<file path="config.mk">
export PLATFORM = sky130hd
export DESIGN_NAME = mem_stage
export DESIGN_NICKNAME = d
export VERILOG_FILES = /design/src/rtl/mips_pkg.sv /design/src/rtl/memwb_reg.sv /design/src/rtl/mem_stage.sv
export SDC_FILE = /design/constraint.sdc
export NUM_CORES = 1
export LEC_CHECK = 0
export CAP_MARGIN = 20
export CORE_AREA = 2 2 122 124
export CTS_BUF_LIST = sky130_fd_sc_hd__clkbuf_8
export DETAILED_ROUTE_END_ITERATION = 8
export DIE_AREA = 0 0 124 126
export PLACE_DENSITY = 0.7
export SYNTH_ARGS = -nofsm -noshare
export SYNTH_HDL_FRONTEND = slang
export SYNTH_SLANG_ARGS = --single-unit
</file>
<file path="constraint.sdc">
create_clock -name clk -period 2.4 [get_ports clk]
set_clock_uncertainty 0.2 [all_clocks]
set_input_delay 0.48 -clock clk [delete_from_list [all_inputs] [get_ports clk]]
set_output_delay 0.48 -clock clk [all_outputs]
set_load 0.05 [all_outputs]
</file>
<file path="src/rtl/mips_pkg.sv">
`default_nettype none
// ============================================================================
// Module   : mips_pkg
// Purpose  : Shared MIPS pipeline control-bit indices and MEM-stage FSM codes.
// Revision : 1.0  initial release
// ============================================================================
package mips_pkg;

    localparam int WB_REGWRITE = 1;
    localparam int WB_MEMTOREG = 0;
    localparam int MEM_BRANCH  = 2;
    localparam int MEM_READ    = 1;
    localparam int MEM_WRITE   = 0;

    typedef logic [1:0] memState_t;

    localparam memState_t IDLE  = 2'd0;
    localparam memState_t WAIT  = 2'd1;
    localparam memState_t ABORT = 2'd2;

    // Read and write both set is treated as a write, so only MemRead alone loads.
    function automatic logic isLoad(input logic [2:0] memCtl);
        return memCtl[MEM_READ] & ~memCtl[MEM_WRITE];
    endfunction

endpackage
`default_nettype wire

</file>
<file path="src/rtl/memwb_reg.sv">
`default_nettype none
// ============================================================================
// Module   : memwb_reg
// Purpose  : MEM/WB pipeline register; a bubble clears control, data holds.
// Revision : 1.0  initial release
// ============================================================================
module memwb_reg #(
    parameter int DATA_W = 32,
    parameter int REG_W  = 5
) (
    input  logic              clk,
    input  logic              rst_n,
    input  logic              i_bubble,
    input  logic              i_ldData,
    input  logic [1:0]        i_wb,
    input  logic [DATA_W-1:0] i_rdData,
    input  logic [DATA_W-1:0] i_alu,
    input  logic [REG_W-1:0]  i_wrDst,
    output logic [1:0]        o_wb,
    output logic [DATA_W-1:0] o_rdData,
    output logic [DATA_W-1:0] o_alu,
    output logic [REG_W-1:0]  o_wrDst
);

    logic [1:0]        r_wb;
    logic [DATA_W-1:0] r_rdData;
    logic [DATA_W-1:0] r_alu;
    logic [REG_W-1:0]  r_wrDst;

    always_ff @(posedge clk or negedge rst_n) begin
        if (!rst_n) begin
            r_wb     <= 2'b00;
            r_rdData <= '0;
            r_alu    <= '0;
            r_wrDst  <= '0;
        end else if (i_bubble) begin
            r_wb <= 2'b00;
        end else begin
            r_wb    <= i_wb;
            r_alu   <= i_alu;
            r_wrDst <= i_wrDst;
            if (i_ldData) begin
                r_rdData <= i_rdData;
            end
        end
    end

    assign o_wb     = r_wb;
    assign o_rdData = r_rdData;
    assign o_alu    = r_alu;
    assign o_wrDst  = r_wrDst;

endmodule
`default_nettype wire

</file>
<file path="src/rtl/mem_stage.sv">
`default_nettype none
// ============================================================================
// Module   : mem_stage
// Purpose  : MIPS MEM stage: branch resolve, variable-latency dmem handshake
//            with timeout abort, MEM/WB register. MEM_ALIGN_CHECK_EN adds
//            misaligned-access rejection and the align_err pulse.
// Revision : 1.0  initial release
// ============================================================================
module mem_stage
    import mips_pkg::*;
#(
    parameter int DATA_W  = 32,
    parameter int REG_W   = 5,
    parameter int TIMEOUT = 16
) (
    input  logic              clk,
    input  logic              rst_n,
    input  logic [1:0]        wb_in,
    input  logic [2:0]        mem_in,
    input  logic [DATA_W-1:0] br_dst,
    input  logic              z_flag,
    input  logic [DATA_W-1:0] alu_in,
    input  logic [DATA_W-1:0] rt_in,
    input  logic [REG_W-1:0]  wr_dst_in,
    output logic              pc_src,
    output logic [DATA_W-1:0] br_target,
    output logic              stall,
    output logic              dmem_req,
    output logic              dmem_we,
    output logic [DATA_W-1:0] dmem_addr,
    output logic [DATA_W-1:0] dmem_wdata,
    input  logic [DATA_W-1:0] dmem_rdata,
    input  logic              dmem_ack,
    output logic              bus_err,
    output logic [1:0]        wb_out,
    output logic [DATA_W-1:0] rd_data_out,
    output logic [DATA_W-1:0] alu_out,
    output logic [REG_W-1:0]  wr_dst_out
`ifdef MEM_ALIGN_CHECK_EN
   ,output logic              align_err
`endif
);

    localparam logic [7:0] c_timeoutCnt = 8'(TIMEOUT);

    memState_t  r_state;
    memState_t  w_nextState;
    logic [7:0] r_waitCnt;
    logic [7:0] w_nextCnt;
    logic       r_busErr;
    logic       w_access;
    logic       w_misalign;
    logic       w_accessOk;
    logic       w_notAbort;
    logic       w_stall;
    logic       w_bubble;
    logic       w_ldData;

    assign w_access = mem_in[MEM_READ] | mem_in[MEM_WRITE];

`ifdef MEM_ALIGN_CHECK_EN
    logic r_alignErr;

    assign w_misalign = w_access & (alu_in[1:0] != 2'b00);

    always_ff @(posedge clk or negedge rst_n) begin
        if (!rst_n) begin
            r_alignErr <= 1'b0;
        end else begin
            r_alignErr <= w_misalign;
        end
    end

    assign align_err = r_alignErr;
`else
    assign w_misalign = 1'b0;
`endif

    assign w_accessOk = w_access & ~w_misalign;
    assign w_notAbort = (r_state != ABORT);

    always_ff @(posedge clk or negedge rst_n) begin
        if (!rst_n) begin
            r_state   <= IDLE;
            r_waitCnt <= 8'd0;
            r_busErr  <= 1'b0;
        end else begin
            r_state   <= w_nextState;
            r_waitCnt <= w_nextCnt;
            r_busErr  <= (w_nextState == ABORT);
        end
    end

    // Leaving WAIT when access drops covers an upstream that breaks the hold rule.
    always_comb begin
        w_nextState = r_state;
        w_nextCnt   = r_waitCnt;
        case (r_state)
            IDLE: begin
                if (w_accessOk & ~dmem_ack) begin
                    w_nextState = WAIT;
                    w_nextCnt   = 8'd1;
                end
            end
            WAIT: begin
                if (~w_accessOk | dmem_ack) begin
                    w_nextState = IDLE;
                    w_nextCnt   = 8'd0;
                end else if (r_waitCnt == c_timeoutCnt) begin
                    w_nextState = ABORT;
                    w_nextCnt   = 8'd0;
                end else begin
                    w_nextCnt = r_waitCnt + 8'd1;
                end
            end
            ABORT: begin
                w_nextState = IDLE;
                w_nextCnt   = 8'd0;
            end
            default: begin
                w_nextState = IDLE;
                w_nextCnt   = 8'd0;
            end
        endcase
    end

    always_comb begin
        w_stall  = w_accessOk & ~dmem_ack & w_notAbort;
        w_bubble = w_stall | ~w_notAbort | w_misalign;
        w_ldData = w_accessOk & dmem_ack & w_notAbort & isLoad(mem_in);
    end

    assign pc_src     = mem_in[MEM_BRANCH] & z_flag;
    assign br_target  = br_dst;
    assign stall      = w_stall;
    assign dmem_req   = w_accessOk & w_notAbort;
    assign dmem_we    = mem_in[MEM_WRITE];
    assign dmem_addr  = alu_in;
    assign dmem_wdata = rt_in;
    assign bus_err    = r_busErr;

    memwb_reg #(
        .DATA_W (DATA_W),
        .REG_W  (REG_W)
    ) u_memwb (
        .clk      (clk),
        .rst_n    (rst_n),
        .i_bubble (w_bubble),
        .i_ldData (w_ldData),
        .i_wb     (wb_in),
        .i_rdData (dmem_rdata),
        .i_alu    (alu_in),
        .i_wrDst  (wr_dst_in),
        .o_wb     (wb_out),
        .o_rdData (rd_data_out),
        .o_alu    (alu_out),
        .o_wrDst  (wr_dst_out)
    );

endmodule
`default_nettype wire

</file>
After elaboration in Yosys (flattened, before gate mapping)
Index checks and enable logic that the tools add are counted.
{"block": "totals", "register_bits": 82, "input_bits": 142, "word_cells": 40, "out_inout_bits": 172}
{"block": "classes", "n_addsub": 1, "n_bitwise": 16, "reduce_logical": 2, "muxes": 9, "eq_ne": 5}
{"cell": "8-bit two-way mux", "n": 3}
{"cell": "8-bit case mux with 2 select lines", "n": 1}
{"cell": "8-bit by 1-bit adder with 8-bit output, second input constant", "n": 1}
{"cell": "1-bit AND", "n": 8}
{"cell": "8-bit by 5-bit == test with 1-bit output, second input constant", "n": 1}
{"cell": "2-bit two-way mux", "n": 4}
{"cell": "1-bit inverter", "n": 5}
{"cell": "2-bit inequality test, second input constant", "n": 2}
{"cell": "2-bit case mux with 2 select lines", "n": 1}
{"cell": "1-bit bitwise OR", "n": 3}
{"cell": "2-bit by 1-bit == test with 1-bit output, second input constant", "n": 1}
{"cell": "2-bit == test, second input constant", "n": 1}
{"cell": "2-bit zero test", "n": 1}
{"cell": "2-bit AND reduction", "n": 1}

Logic depth before layout (Yosys ltp)
Gate-level depths: netlist of run 1.
{"block": "logic_depth", "depth_word": 6, "ltp_mapped": 6, "mapped_depth_nobuf": 6}

Hierarchy
A second synthesis of run 1 with hierarchy kept.
{"block": "hier_totals", "hier_cells": 325, "hier_area_um2": 4185.3}
{"module": "memwb_reg", "instances": 1, "cells_per_inst": 151, "area_each_um2": 2748.9, "seq_area_each_um2": 1776.7}
{"module": "mem_stage", "instances": 1, "cells_per_inst": 174, "area_each_um2": 1436.4, "seq_area_each_um2": 275.3}

Worst setup path before layout of run 1
Ideal clock, no wire load.
{"block": "synth_timing", "kind": "input to output", "startpoint": "input port dmem_ack", "endpoint": "output port stall", "n_path_buf": 0, "arrival_time_ns": 1.346, "setup_slack_ns": 0.374, "stages": 2, "required_ns": 1.720, "cell_sequence": "o21bai_4 -> nor2_1"}
{"block": "synth_via", "elab_chain_len": 3}
{"item": "start: declaration", "line_no": "mem_stage.sv:33", "source": "input logic dmem_ack,"}
{"item": "1-bit inverter", "line_no": "mem_stage.sv:128", "source": "w_stall = w_accessOk & ~dmem_ack & w_notAbort;"}
{"item": "1-bit AND (2 in series)", "line_no": "mem_stage.sv:128"}
{"item": "end: declaration", "line_no": "mem_stage.sv:27", "source": "output logic stall,"}
No other way between the ends.

Worst setup path in the final report of run 1
{"block": "layout_timing", "startpoint": "input port mem_in[0]", "endpoint": "output port stall"}
{"block": "layout_via", "elab_chain_len": 3}
{"item": "start: declaration", "line_no": "mem_stage.sv:19", "source": "input logic [2:0] mem_in,"}
{"item": "1-bit bitwise OR", "line_no": "mem_stage.sv:59", "source": "assign w_access = mem_in[MEM_READ] | mem_in[MEM_WRITE];"}
{"item": "1-bit AND (2 in series)", "line_no": "mem_stage.sv:128"}
No other way between the ends.

==> metrics.csv, run 1 <==
stage,metric,value,unit
worst_hold_path,hold_class,reg2reg,
cells_and_area,final_common_cell,clkdlybuf4s50_1,
global_routing,grt_pass1_vias,2741,
sta,fin_ws,63.71,ps
synthesis,synth-seq-cells,82,
cells_and_area,final_net_count,563,
global_routing,grt_pass1_wl,14.28,mm
route,wl_per_cell,15.56,µm
synthesis,ys_types,36,
worst_setup_path,slowest_stage,clkdlybuf4s50_1,
synthesis,syn_area_per_cell,12.77,µm²
worst_setup_path,start_kind,input port,
global_routing,grt_use_met2,0.2059,
global_routing,grt_overflow,0,
status,status,finished clean,
worst_setup_path,worstPathRequired,1720,ps
worst_setup_path,crit_type,in2out,
placement,hpwl,7.320,mm
global_routing,grtUsageMet1,0.1274,
floorplanning,num_io_pins,314,
placement,dp_slack,53.75,ps
sta,slew_headroom,0.6380,
sta,fin_setup_tns,0,ps
global_routing,antenna_found_initial,0,
floorplanning,die_w,124,µm
synthesis,async_flop_share,1.000,
route,vias,2595,
sta,fmax,428.0,MHz
floorplanning,fp-row-count,44,
floorplanning,die_area,15620,µm²
run,max_cap_violations,0,
cells_and_area,antenna_cells,0,
clock_tree,cts_resized,0,
placement,port_buffers,185,
cells_and_area,final_cell_mix,"148 x clkdlybuf4s50_1, 82 x dfrtp_1, 60 x mux2_2",
sta,whs,304.2,ps
global_routing,grt_usage,0.1194,
floorplanning,core-area,14310,µm²
synthesis,synth_edf_count,0,
route,avgViaCountPerCell,4.282,
sta,report.final.slew_viol_count,0,
synthesis,synth_warnings,0,
sta,finalCritPeriodShare,0.9735,
clock_tree,clk_latency,350,ps
worst_setup_path,cp_max_fo,7,
floorplanning,initial_utilization,0.2855,
worst_setup_path,cp.arrival,1660,ps
cells_and_area,area_growth_syn_to_layout,47.61,%
synthesis,ys_seq_area_frac,0.5021,
route,drt_iter0_drc,139,
sta,finalSetupViolCount,0,
worst_setup_path,cp_slowest_stage_delay,640,ps
route,wl,9.429,mm
power_and_ir_drop,power.density,726.2,nW/µm²
synthesis,synth_ff_type,dfrtp_1,
placement,gp_congestion,0.7408,
clock_tree,clockRootBuffer,clkbuf_8,
clock_tree,path_clk_slew,70,ps
route,first_pass_iters,5,
cells_and_area,fill_cells,1287,
sta,worst_pin_slew,541.3,ps
synthesis,syn_inst,320,
worst_setup_path,cp_cell_sequence,clkdlybuf4s50_1 -> o21bai_4 -> nor2_1 -> buf_12,
power_and_ir_drop,p_leak,2.514,nW
floorplanning,die-height,126,µm
global_routing,busiest_layer,met2,
synthesis,synth_nets,464,
clock_tree,clock_path_buffers,2,
synthesis,netlist_area,4086,µm²
power_and_ir_drop,ir_drop,0.0002287,V
clock_tree,htreeDepth,3,
clock_tree,clock-sinks,82,
worst_setup_path,cp-end-kind,output pin,
sta,hold_viol_final,0,
clock_tree,cts_buffers,9,
cells_and_area,final_layout_size_suffix_gt1_frac,0.3246,
sta,rsz0062_at_grt,no,
clock_tree,cts_setup_buffers,0,
global_routing,grt_start_max_net_pins,40,
global_routing,use_met3,0.02944,
clock_tree,tritoncts,yes,
route,drc,0,
sta,fin_crit,2336,ps
route,drtAntennaViolNets,0,
-- cell families (layout without fill, tap and decap cells) --
group,Yosys count,after routing,synth area share
AO/OA/AOI/OAI,17,17,0.03338
AND/OR/NAND/NOR,38,38,0.05572
buffers and inverters,112,214,0.2042
adder cells (fa/ha/maj),2,2,0.006123
multiplexers,69,69,0.1984
flip-flops,82,82,0.5021
-- cell usage after synthesis (2+ instances only) --
library cell	number	area share
ha_1	2	0.0061
a31o_2	2	0.0043
buf_6	4	0.011
dfrtp_1	82	0.50
and2_1	2	0.0031
mux2_4	9	0.033
nand3_1	5	0.0061
o21ai_0	3	0.0037
a22o_1	2	0.0043
buf_4	99	0.18
mux2_2	60	0.17
inv_1	6	0.0055
nor3_4	2	0.0080
nor2_1	9	0.0083
nand2_1	5	0.0046
and3_1	4	0.0061
nand4_1	2	0.0031
a31oi_1	2	0.0031
nor3_1	3	0.0037
-- layout make-up --
cell class | count | area [µm²] | area share
Inverter | 7 | 26.28 | 0.004356
Multi-Input combinational cell | 126 | 1207 | 0.2002
Sequential cell | 82 | 2052 | 0.3402
Tap cell | 184 | 230.2 | 0.03817
Clock inverter | 4 | 68.82 | 0.01141
Clock buffer | 10 | 137.6 | 0.02282
Timing Repair Buffer | 193 | 2310 | 0.3829
-- metrics by stage --
| stage | total power [mW] | utilization | instance area (µm²) | std cells |
|---|---|---|---|---|
| after detailed placement | 3.349 | 0.4063 | 5816 | 591 |
| final | 4.381 | 0.4214 | 6032 | 606 |
| after CTS | 4.451 | 0.4214 | 6032 | 606 |
| after global routing | 4.576 | 0.4214 | 6032 | 606 |
| after global placement | 3.320 | 0.4063 | 5816 | 591 |
| after floorplan | 2.946 | - | 4086 | 320 |
-- final timing paths --
kind / startpoint / end / slack (ps) / cells past startpoint
worst max-delay path: mem_in[0] / stall / 60 / 4
worst min-delay path: u_memwb.o_alu[21] / u_memwb.o_alu[21] / 300 / 1
worst max register to register: r_waitCnt[0] / r_state[0] / 480 / 6
worst min register to register: u_memwb.o_alu[21] / u_memwb.o_alu[21] / 300 / 1
max in group asynchronous: rst_n / u_memwb.o_alu[15] / 1050 / 3
min in group asynchronous: rst_n / u_memwb.o_rdData[27] / 330 / 2
-- state kept, by name (all words and copies together), names as in the netlist --
name / flops
bus_err: 1
r_state: 2
r_waitCnt: 8
u_memwb.o_alu: 32
u_memwb.o_rdData: 32
u_memwb.o_wb: 2
u_memwb.o_wrDst: 5
-- what timing repair did --
item	in CTS	in global routing
hold buffers	1	0
endpoints found under the setup margin	0	0
endpoints found under the hold margin	16	0
-- layer usage --
layer / vias to the layer above / routed length [µm]
met1: 1246 / 3383
met5: - / 0
li1: 1179 / -
met4: 0 / 392
met3: 40 / 776
met2: 130 / 4876
-- critical path: cells and delay by family --
kind / cells / cell delay (ps)
buffers and inverters: 2 / 810
and+or+nand+nor: 1 / 210
AOI/OAI and AO/OA: 1 / 150
-- where the power goes --
| part | internal [mW] | switching (mW) | total, mW |
|---|---|---|---|
| Sequential | 1.55 | 0.0923 | 1.65 |
| Clock | 0.598 | 0.477 | 1.07 |
| Combinational | 0.683 | 0.978 | 1.66 |
Note: power is estimated with default switching activity, not from simulation.
==> run 2, diff against run 1 <==
ABC_CLOCK_PERIOD_IN_PS = 2400   (was not set)
==> results of run 2 <==
The final DEF is identical to that of run 1; final timing and power are the same.
